[src/rtl/cordic_pkg.sv]
`default_nettype none
// ============================================================================
//  Module   : cordic_pkg
//  Purpose  : Shared constants and helpers for the vectoring/rotation CORDIC.
//  Revision : 1.0  initial release
// ============================================================================
package cordic_pkg;

    localparam logic MODE_VEC = 1'b0;
    localparam logic MODE_ROT = 1'b1;

    // CORDIC gain compensation factor 0.60725 in Q1.14
    localparam logic signed [15:0] K_Q14 = 16'sh26DD;

    function automatic int nstg(input int iter, input int ips);
        return (iter + ips - 1) / ips;
    endfunction

    function automatic logic signed [31:0] sat(input logic signed [31:0] v, input int bw);
        logic signed [31:0] hi;
        logic signed [31:0] lo;
        hi = (32'sd1 <<< (bw - 1)) - 32'sd1;
        lo = -hi - 32'sd1;
        if (v > hi) return hi;
        if (v < lo) return lo;
        return v;
    endfunction

endpackage
`default_nettype wire

[src/rtl/cordic_vr_stage.sv]
`default_nettype none
// ============================================================================
//  Module   : cordic_vr_stage
//  Purpose  : Up to IPS chained micro-rotations followed by an enabled register.
//  Revision : 1.0  initial release
// ============================================================================
module cordic_vr_stage
    import cordic_pkg::*;
#(
    parameter int W    = 20,
    parameter int ITER = 14,
    parameter int IPS  = 2,
    parameter int BASE = 0
) (
    input  logic                clk,
    input  logic                rst_n,
    input  logic                en,
    input  logic                src_valid,
    input  logic                src_mode,
    input  logic signed [W-1:0] src_x,
    input  logic signed [W-1:0] src_y,
    input  logic [ITER:0]       src_d,
    output logic                valid,
    output logic                mode,
    output logic signed [W-1:0] x,
    output logic signed [W-1:0] y,
    output logic [ITER:0]       d
);

    // The final stage may carry fewer iterations than IPS
    localparam int NI = ((ITER - BASE) < IPS) ? (ITER - BASE) : IPS;

    logic signed [W-1:0] w_x;
    logic signed [W-1:0] w_y;
    logic signed [W-1:0] w_xs;
    logic signed [W-1:0] w_ys;
    logic signed [W-1:0] w_xn;
    logic [ITER:0]       w_d;
    logic                w_dk;

    always_comb begin
        w_x  = src_x;
        w_y  = src_y;
        w_d  = src_d;
        w_xs = '0;
        w_ys = '0;
        w_xn = '0;
        w_dk = 1'b0;
        for (int i = 0; i < NI; i++) begin
            w_dk = (src_mode == MODE_VEC) ? (w_x[W-1] ^ w_y[W-1]) : src_d[BASE + i];
            w_xs = w_x >>> (BASE + i);
            w_ys = w_y >>> (BASE + i);
            w_xn = w_dk ? (w_x - w_ys) : (w_x + w_ys);
            w_y  = w_dk ? (w_y + w_xs) : (w_y - w_xs);
            w_x  = w_xn;
            w_d[BASE + i] = w_dk;
        end
    end

    always_ff @(posedge clk or negedge rst_n) begin
        if (!rst_n) begin
            valid <= 1'b0;
            mode  <= 1'b0;
            x     <= '0;
            y     <= '0;
            d     <= '0;
        end else if (en) begin
            valid <= src_valid;
            mode  <= src_mode;
            x     <= w_x;
            y     <= w_y;
            d     <= w_d;
        end
    end

endmodule
`default_nettype wire

[src/rtl/cordic_vr_engine.sv]
`default_nettype none
// ============================================================================
//  Module   : cordic_vr_engine
//  Purpose  : Pipelined vectoring/rotation CORDIC with stall handshake and
//             quadrant pre-rotation. Define CORDIC_GAIN_COMP_EN to add a
//             gain-compensation multiply stage.
//  Revision : 1.0  initial release
// ============================================================================
module cordic_vr_engine
    import cordic_pkg::*;
#(
    parameter int BITWIDTH = 18,
    parameter int ITER     = 14,
    parameter int IPS      = 2,
    parameter int GUARD    = 2
) (
    input  logic                       clk,
    input  logic                       rst_n,
    input  logic                       valid_i,
    output logic                       ready_o,
    input  logic                       mode_i,
    input  logic signed [BITWIDTH-1:0] X_i,
    input  logic signed [BITWIDTH-1:0] Y_i,
    input  logic [ITER:0]              d_i,
    output logic                       valid_o,
    input  logic                       ready_i,
    output logic                       mode_o,
    output logic signed [BITWIDTH-1:0] X_o,
    output logic signed [BITWIDTH-1:0] Y_o,
    output logic [ITER:0]              d_o
);

    localparam int W    = BITWIDTH + GUARD;
    localparam int NSTG = nstg(ITER, IPS);

    logic                w_q;
    logic signed [W-1:0] w_xe;
    logic signed [W-1:0] w_ye;
    logic [ITER:0]       w_d0;

    logic                r_valid0;
    logic                r_mode0;
    logic signed [W-1:0] r_x0;
    logic signed [W-1:0] r_y0;
    logic [ITER:0]       r_d0;

    logic                stg_valid [NSTG+1];
    logic                stg_mode  [NSTG+1];
    logic signed [W-1:0] stg_x     [NSTG+1];
    logic signed [W-1:0] stg_y     [NSTG+1];
    logic [ITER:0]       stg_d     [NSTG+1];

    logic                f_valid;
    logic                f_mode;
    logic signed [W-1:0] f_x;
    logic signed [W-1:0] f_y;
    logic [ITER:0]       f_d;

    // Every register advances exactly when the downstream side accepts
    assign ready_o = ready_i;

    // Sign-extend first so that the most negative input negates without wrapping
    assign w_q  = (mode_i == MODE_VEC) ? X_i[BITWIDTH-1] : d_i[ITER];
    assign w_xe = {{GUARD{X_i[BITWIDTH-1]}}, X_i};
    assign w_ye = {{GUARD{Y_i[BITWIDTH-1]}}, Y_i};
    assign w_d0 = (mode_i == MODE_VEC) ? {w_q, {ITER{1'b0}}} : d_i;

    always_ff @(posedge clk or negedge rst_n) begin
        if (!rst_n) begin
            r_valid0 <= 1'b0;
            r_mode0  <= 1'b0;
            r_x0     <= '0;
            r_y0     <= '0;
            r_d0     <= '0;
        end else if (ready_i) begin
            r_valid0 <= valid_i;
            r_mode0  <= mode_i;
            r_x0     <= w_q ? -w_xe : w_xe;
            r_y0     <= w_q ? -w_ye : w_ye;
            r_d0     <= w_d0;
        end
    end

    assign stg_valid[0] = r_valid0;
    assign stg_mode[0]  = r_mode0;
    assign stg_x[0]     = r_x0;
    assign stg_y[0]     = r_y0;
    assign stg_d[0]     = r_d0;

    generate
        for (genvar j = 0; j < NSTG; j++) begin : g_stage
            cordic_vr_stage #(
                .W    (W),
                .ITER (ITER),
                .IPS  (IPS),
                .BASE (j * IPS)
            ) u_stage (
                .clk       (clk),
                .rst_n     (rst_n),
                .en        (ready_i),
                .src_valid (stg_valid[j]),
                .src_mode  (stg_mode[j]),
                .src_x     (stg_x[j]),
                .src_y     (stg_y[j]),
                .src_d     (stg_d[j]),
                .valid     (stg_valid[j+1]),
                .mode      (stg_mode[j+1]),
                .x         (stg_x[j+1]),
                .y         (stg_y[j+1]),
                .d         (stg_d[j+1])
            );
        end
    endgenerate

`ifdef CORDIC_GAIN_COMP_EN
    localparam int PW = W + 16;
    localparam logic signed [PW-1:0] RND = PW'(8192);

    logic signed [PW-1:0] w_px;
    logic signed [PW-1:0] w_py;
    logic                 r_gvalid;
    logic                 r_gmode;
    logic signed [W-1:0]  r_gx;
    logic signed [W-1:0]  r_gy;
    logic [ITER:0]        r_gd;

    // Round half-up at bit 14 of the Q1.14 product
    assign w_px = PW'(stg_x[NSTG]) * PW'(K_Q14) + RND;
    assign w_py = PW'(stg_y[NSTG]) * PW'(K_Q14) + RND;

    always_ff @(posedge clk or negedge rst_n) begin
        if (!rst_n) begin
            r_gvalid <= 1'b0;
            r_gmode  <= 1'b0;
            r_gx     <= '0;
            r_gy     <= '0;
            r_gd     <= '0;
        end else if (ready_i) begin
            r_gvalid <= stg_valid[NSTG];
            r_gmode  <= stg_mode[NSTG];
            r_gx     <= W'(w_px >>> 14);
            r_gy     <= W'(w_py >>> 14);
            r_gd     <= stg_d[NSTG];
        end
    end

    assign f_valid = r_gvalid;
    assign f_mode  = r_gmode;
    assign f_x     = r_gx;
    assign f_y     = r_gy;
    assign f_d     = r_gd;
`else
    assign f_valid = stg_valid[NSTG];
    assign f_mode  = stg_mode[NSTG];
    assign f_x     = stg_x[NSTG];
    assign f_y     = stg_y[NSTG];
    assign f_d     = stg_d[NSTG];
`endif

    assign valid_o = f_valid;
    assign mode_o  = f_mode;
    assign X_o     = BITWIDTH'(sat(32'(f_x), BITWIDTH));
    assign Y_o     = BITWIDTH'(sat(32'(f_y), BITWIDTH));
    assign d_o     = (f_mode == MODE_ROT) ? '0 : f_d;

endmodule
`default_nettype wire

[config.mk]
export PLATFORM = sky130hd
export DESIGN_NAME = cordic_vr_engine
export DESIGN_NICKNAME = d
export VERILOG_FILES = /design/src/rtl/cordic_pkg.sv /design/src/rtl/cordic_vr_stage.sv /design/src/rtl/cordic_vr_engine.sv
export SDC_FILE = /design/constraint.sdc
export NUM_CORES = 2
export LEC_CHECK = 0
export CORE_ASPECT_RATIO = 0.9
export CORE_MARGIN = 1
export CORE_UTILIZATION = 55
export DETAILED_ROUTE_END_ITERATION = 16
export PLACE_DENSITY_LB_ADDON = 0.15
export SETUP_SLACK_MARGIN = 0.1
export SYNTH_ARGS = -nofsm -noshare
export SYNTH_HDL_FRONTEND = slang
export SYNTH_SLANG_ARGS = --single-unit
[constraint.sdc]
create_clock -name clk -period 18.5 [get_ports clk]
set_clock_uncertainty 0.05 [all_clocks]
set_input_delay 4.625 -clock clk [delete_from_list [all_inputs] [get_ports clk]]
set_output_delay 4.625 -clock clk [all_outputs]
set_load 0.01 [all_outputs]
# Word-level counts from Yosys, hierarchy flattened
# Cells that the tools add are included.
# op_classes
order_cmp	4
add_sub_neg	57
muxes	61
bitwise	14
# op_table
op	n
two-way mux 20 bit	30
two-way mux 18 bit	8
adder 20 x 10 -> 20 bit	2
adder 20 x 11 -> 20 bit	2
adder 20 x 12 -> 20 bit	2
adder 20 x 13 -> 20 bit	2
adder 20 x 14 -> 20 bit	2
adder 20 x 15 -> 20 bit	2
adder 20 x 16 -> 20 bit	2
adder 20 x 17 -> 20 bit	2
adder 20 x 18 -> 20 bit	2
adder 20 x 19 -> 20 bit	2
adder 20 x 7 -> 20 bit	2
adder 20 x 8 -> 20 bit	2
adder 20 x 9 -> 20 bit	2
greater-than comparator 20 x 18 -> 1 bit, second input constant	2
less-than comparator 20 x 18 -> 1 bit, second input constant	2
negator 18 -> 20 bit	2
subtractor 20 x 10 -> 20 bit	2
subtractor 20 x 11 -> 20 bit	2
subtractor 20 x 12 -> 20 bit	2
subtractor 20 x 13 -> 20 bit	2
subtractor 20 x 14 -> 20 bit	2
subtractor 20 x 15 -> 20 bit	2
other kinds (12)	54
# word_totals
output_inout_bits	54
regBits	456
in_bits	56
elab_cells	176

# Logic depth before layout (Yosys ltp)
# depth
word_depth	6
ltp_mapped	35
mapped_depth_nobuf	33

# Modules after synthesis
# Synthesis repeated with hierarchy kept, for this count alone.
# hier_totals
hier_cells	6857
hier_area_um2	56349.0
# modules_own_cells
module	seq_area_each_um2	n_inst	area_per_inst_um2	cells_each
cordic_vr_stage at g_stage[0].u_stage	1426.4	1	8687.1	1077
cordic_vr_stage at g_stage[1].u_stage	1426.4	1	7911.3	975
cordic_vr_stage at g_stage[2].u_stage	1426.4	1	7455.9	902
cordic_vr_stage at g_stage[4].u_stage	1426.4	1	7428.4	900
cordic_vr_stage at g_stage[3].u_stage	1426.4	1	7365.8	892
cordic_vr_stage at g_stage[5].u_stage	1426.4	1	7196.9	853
cordic_vr_stage at g_stage[6].u_stage	1426.4	1	6849.1	827
cordic_vr_engine	1426.4	1	3454.6	431

# Least setup slack after synthesis
# Ideal clock, no wire load.
# synth_path
kind	input -> output
startpoint	in ready_i
endpoint	out ready_o
path_buffers	1
required_time_ns	13.825
path_stages	1
path_slack_ns	9.081
arrival_time_ns	4.744
path_cell_list	buf_4
# synth_lines
element	line_no	rtl
start: declaration	cordic_vr_engine.sv:26	input logic ready_i,
end: declaration	cordic_vr_engine.sv:20	output logic ready_o,
# No word-level cell between the ends.

# Worst setup path after layout
# layout_path
startpoint	in ready_i
endpoint	out ready_o
# No word-level cell between the ends.

==> results.json <==
{
  "fmax_mhz": 97.3,
  "cap_violations": 0,
  "area_delta_synth_final_pct": 8.07,
  "cts-root-buf": "clkbuf_16",
  "die_w_um": 328,
  "grt_pass1_vias": 43000,
  "syn_inst": 6405,
  "place_area_um2": 54800,
  "hp-class": "flip-flop to flip-flop",
  "post_cts_resized": 0,
  "slowest_delay_ns": 0.63,
  "n_antenna_cell": 0,
  "antenna_found_initial": 1,
  "synth-seq-cells": 456,
  "num_io_pins": 110,
  "synthFlopType": "dfrtp_1",
  "drc": 0,
  "port_buffers": 109,
  "start_util": 0.555,
  "rsz0062_at_grt": "false",
  "grt_pass1_wl_um": 230000,
  "clk_pin_slew_ns": 0.06,
  "worst_pin_slew_ns": 1.09,
  "async_reset_ff_frac": 1.00,
  "ys_seq_area_frac": 0.218,
  "htree_levels": 2,
  "crit_fanout": 73,
  "die-height_um": 295,
  "final_hold_viol_count": 0,
  "cp_top_family": "buffers and inverters",
  "yosys.area.top_type": "dfrtp_1",
  "post_route_cells_drive_above_1_share": 0.0793,
  "syn_nets": 7086,
  "cp-startpoint": "ready_i",
  "vias_per_cell": 6.01,
  "dpl.cell_count": 7619,
  "grt_usage": 0.289,
  "vias": 46400,
  "row_count": 107,
  "path_class": "input port to primary output",
  "fillers": 8566,
  "fin_area_um2": 56700,
  "finalCriticalPeriod_ns": 10.28,
  "cts_num_sinks": 456,
  "finalSetupViolations": 0,
  "wire_per_inst_um": 18.4,
  "endpoint_kind": "primary output",
  "finalCritPeriodShare": 0.556,
  "yosys-top-cells-area": "dfrtp_1, ha_1, xnor2_1",
  "cpMaxStageDelayCell": "clkdlybuf4s50_1",
  "clockBufferDepth": 3,
  "grt_max_degree": 165,
  "crit_required_ns": 13.83,
  "slew_headroom": 0.273,
  "dp_hpwl_um": 113000,
  "detail-route-antenna-nets": 0,
  "status": "completed",
  "clkLatencyLatePin_ns": 0.66,
  "crit_arrival_ns": 5.60,
  "die_area_um2": 96600,
  "cp_num_buf_inv": 2,
  "cts_tree": "done",
  "final_cells": 7719,
  "wl_um": 142000,
  "crit_chain": "buf_8 > clkdlybuf4s50_1",
  "final_common_cell": "nor2_1",
  "syn_avg_cell_area_um2": 8.19,
  "cts_inserted_buffers": 54,
  "dr.pass1.iters": 6,
  "postCtsHoldBufs": 0,
  "r2r-start": "g_stage[3].u_stage.y[19]$_DFFE_PN0P_",
  "yosysTopAreaCellShare": 0.218,
  "mostFrequentLayoutCells": "nor2_1, ha_1, o21ai_0",
  "synth_edf_count": 0,
  "fin_setup_tns_ns": 0,
  "yosysWarningCount": 0,
  "startpoint_type": "input port",
  "drtIter0Drc": 3536,
  "synthDistinctLibCells": 102,
  "coreArea_um2": 94500,
  "worstHoldStart": "g_stage[6].u_stage.y[1]$_DFFE_PN0P_",
  "synth_area_um2": 52500,
  "finalMaxSlewViolations": 0,
  "grt_overflow": 0,
  "fin_nets": 7103,
  "place.gp.congestion": 0.927,
  "post_cts_buffers": 0
}
==> state kept, by name (all words and copies together) (netlist names) <==
signal and cells:
g_stage.u_stage.valid 7, g_stage.u_stage.mode 7, r_valid0 1, g_stage.u_stage.y 140, r_y0 20, g_stage.u_stage.d 105
g_stage.u_stage.x 140, r_d0 15, r_mode0 1, r_x0 20
==> layer usage <==
layer  vias to the layer above  track usage  routed length [µm]
met2                      1032        0.441               60600
met1                     22000        0.436               71600
met5                         -            0                   0
met3                       143       0.0319                7270
li1                      23200            -                   -
met4                         0       0.0634                2630
==> cell usage after synthesis, types with 25 or more instances <==
library cell / count
a31oi_1: 65
nand3_1: 131
o211ai_1: 45
or4_1: 26
o21bai_1: 25
a21o_1: 131
a211oi_1: 62
nand2_1: 446
a21boi_0: 52
nor2b_1: 121
dfrtp_1: 456
and2_1: 40
o21ai_0: 485
o31ai_1: 101
or3_1: 96
xnor2_1: 482
clkbuf_1: 164
nor2_1: 599
and3_1: 37
nor4_1: 41
ha_1: 596
o21a_1: 109
nor3_1: 165
or2_2: 31
inv_1: 360
fa_1: 29
o41ai_1: 32
mux2i_1: 53
a21oi_1: 431
xor2_1: 232
nand2b_1: 78
mux2_2: 282
==> logic make-up (layout without fill, tap and decap cells) <==
family	Yosys count	after routing	synth area share
adder cells (fa/ha/maj)	625	625	0.153
flip-flops	456	456	0.218
XOR/XNOR	717	717	0.120
AND/OR/NAND/NOR	1929	1929	0.179
multiplexers	336	336	0.0709
AO/OA/AOI/OAI	1787	1787	0.219
buffers and inverters	555	616	0.0401
==> path summary, 6_finish.rpt <==
| check | cells past startpoint | endpoint | slack (ns) |
|---|---|---|---|
| setup / recovery | 2 | ready_o | 8.22 |
| hold / removal | 2 | g_stage[6].u_stage.y[1]$_DFFE_PN0P_ | 0.43 |
| setup reg to reg | 30 | g_stage[4].u_stage.x[19]$_DFFE_PN0P_ | 9.36 |
| hold reg to reg | 2 | g_stage[6].u_stage.y[1]$_DFFE_PN0P_ | 0.43 |
| max in group asynchronous | 4 | g_stage[0].u_stage.d[4]$_DFFE_PN0P_ | 11.74 |
| min in group asynchronous | 1 | g_stage[6].u_stage.x[16]$_DFFE_PN0P_ | 3.93 |
==> cell type report <==
cell class / count / area, µm² / share of cell area
multi-input cells: 5394 / 39000 / 0.688
clock inverters: 25 / 335 / 0.00592
clock buffers: 75 / 1580 / 0.0279
flip-flops and latches: 456 / 11400 / 0.201
inverters: 362 / 1360 / 0.0240
well taps: 1253 / 1570 / 0.0277
repair buffers: 154 / 1450 / 0.0256
==> through the flow <==
| stage | utilization | hold WS (ns) | setup WS (ns) |
|---|---|---|---|
| 2_1_floorplan | - | 0.398 | 9.08 |
| 3_3_place_gp | 0.579 | 0.417 | 8.17 |
| 3_5_place_dp | 0.579 | 0.422 | 8.16 |
| 4_1_cts | 0.600 | 0.431 | 8.16 |
| 5_1_grt | 0.600 | 0.450 | 8.14 |
| 6_report | 0.600 | 0.432 | 8.22 |
Power is left out: the tool's default activity adds up to more than one toggle a clock period on the data nets, which glitch-free logic cannot reach.
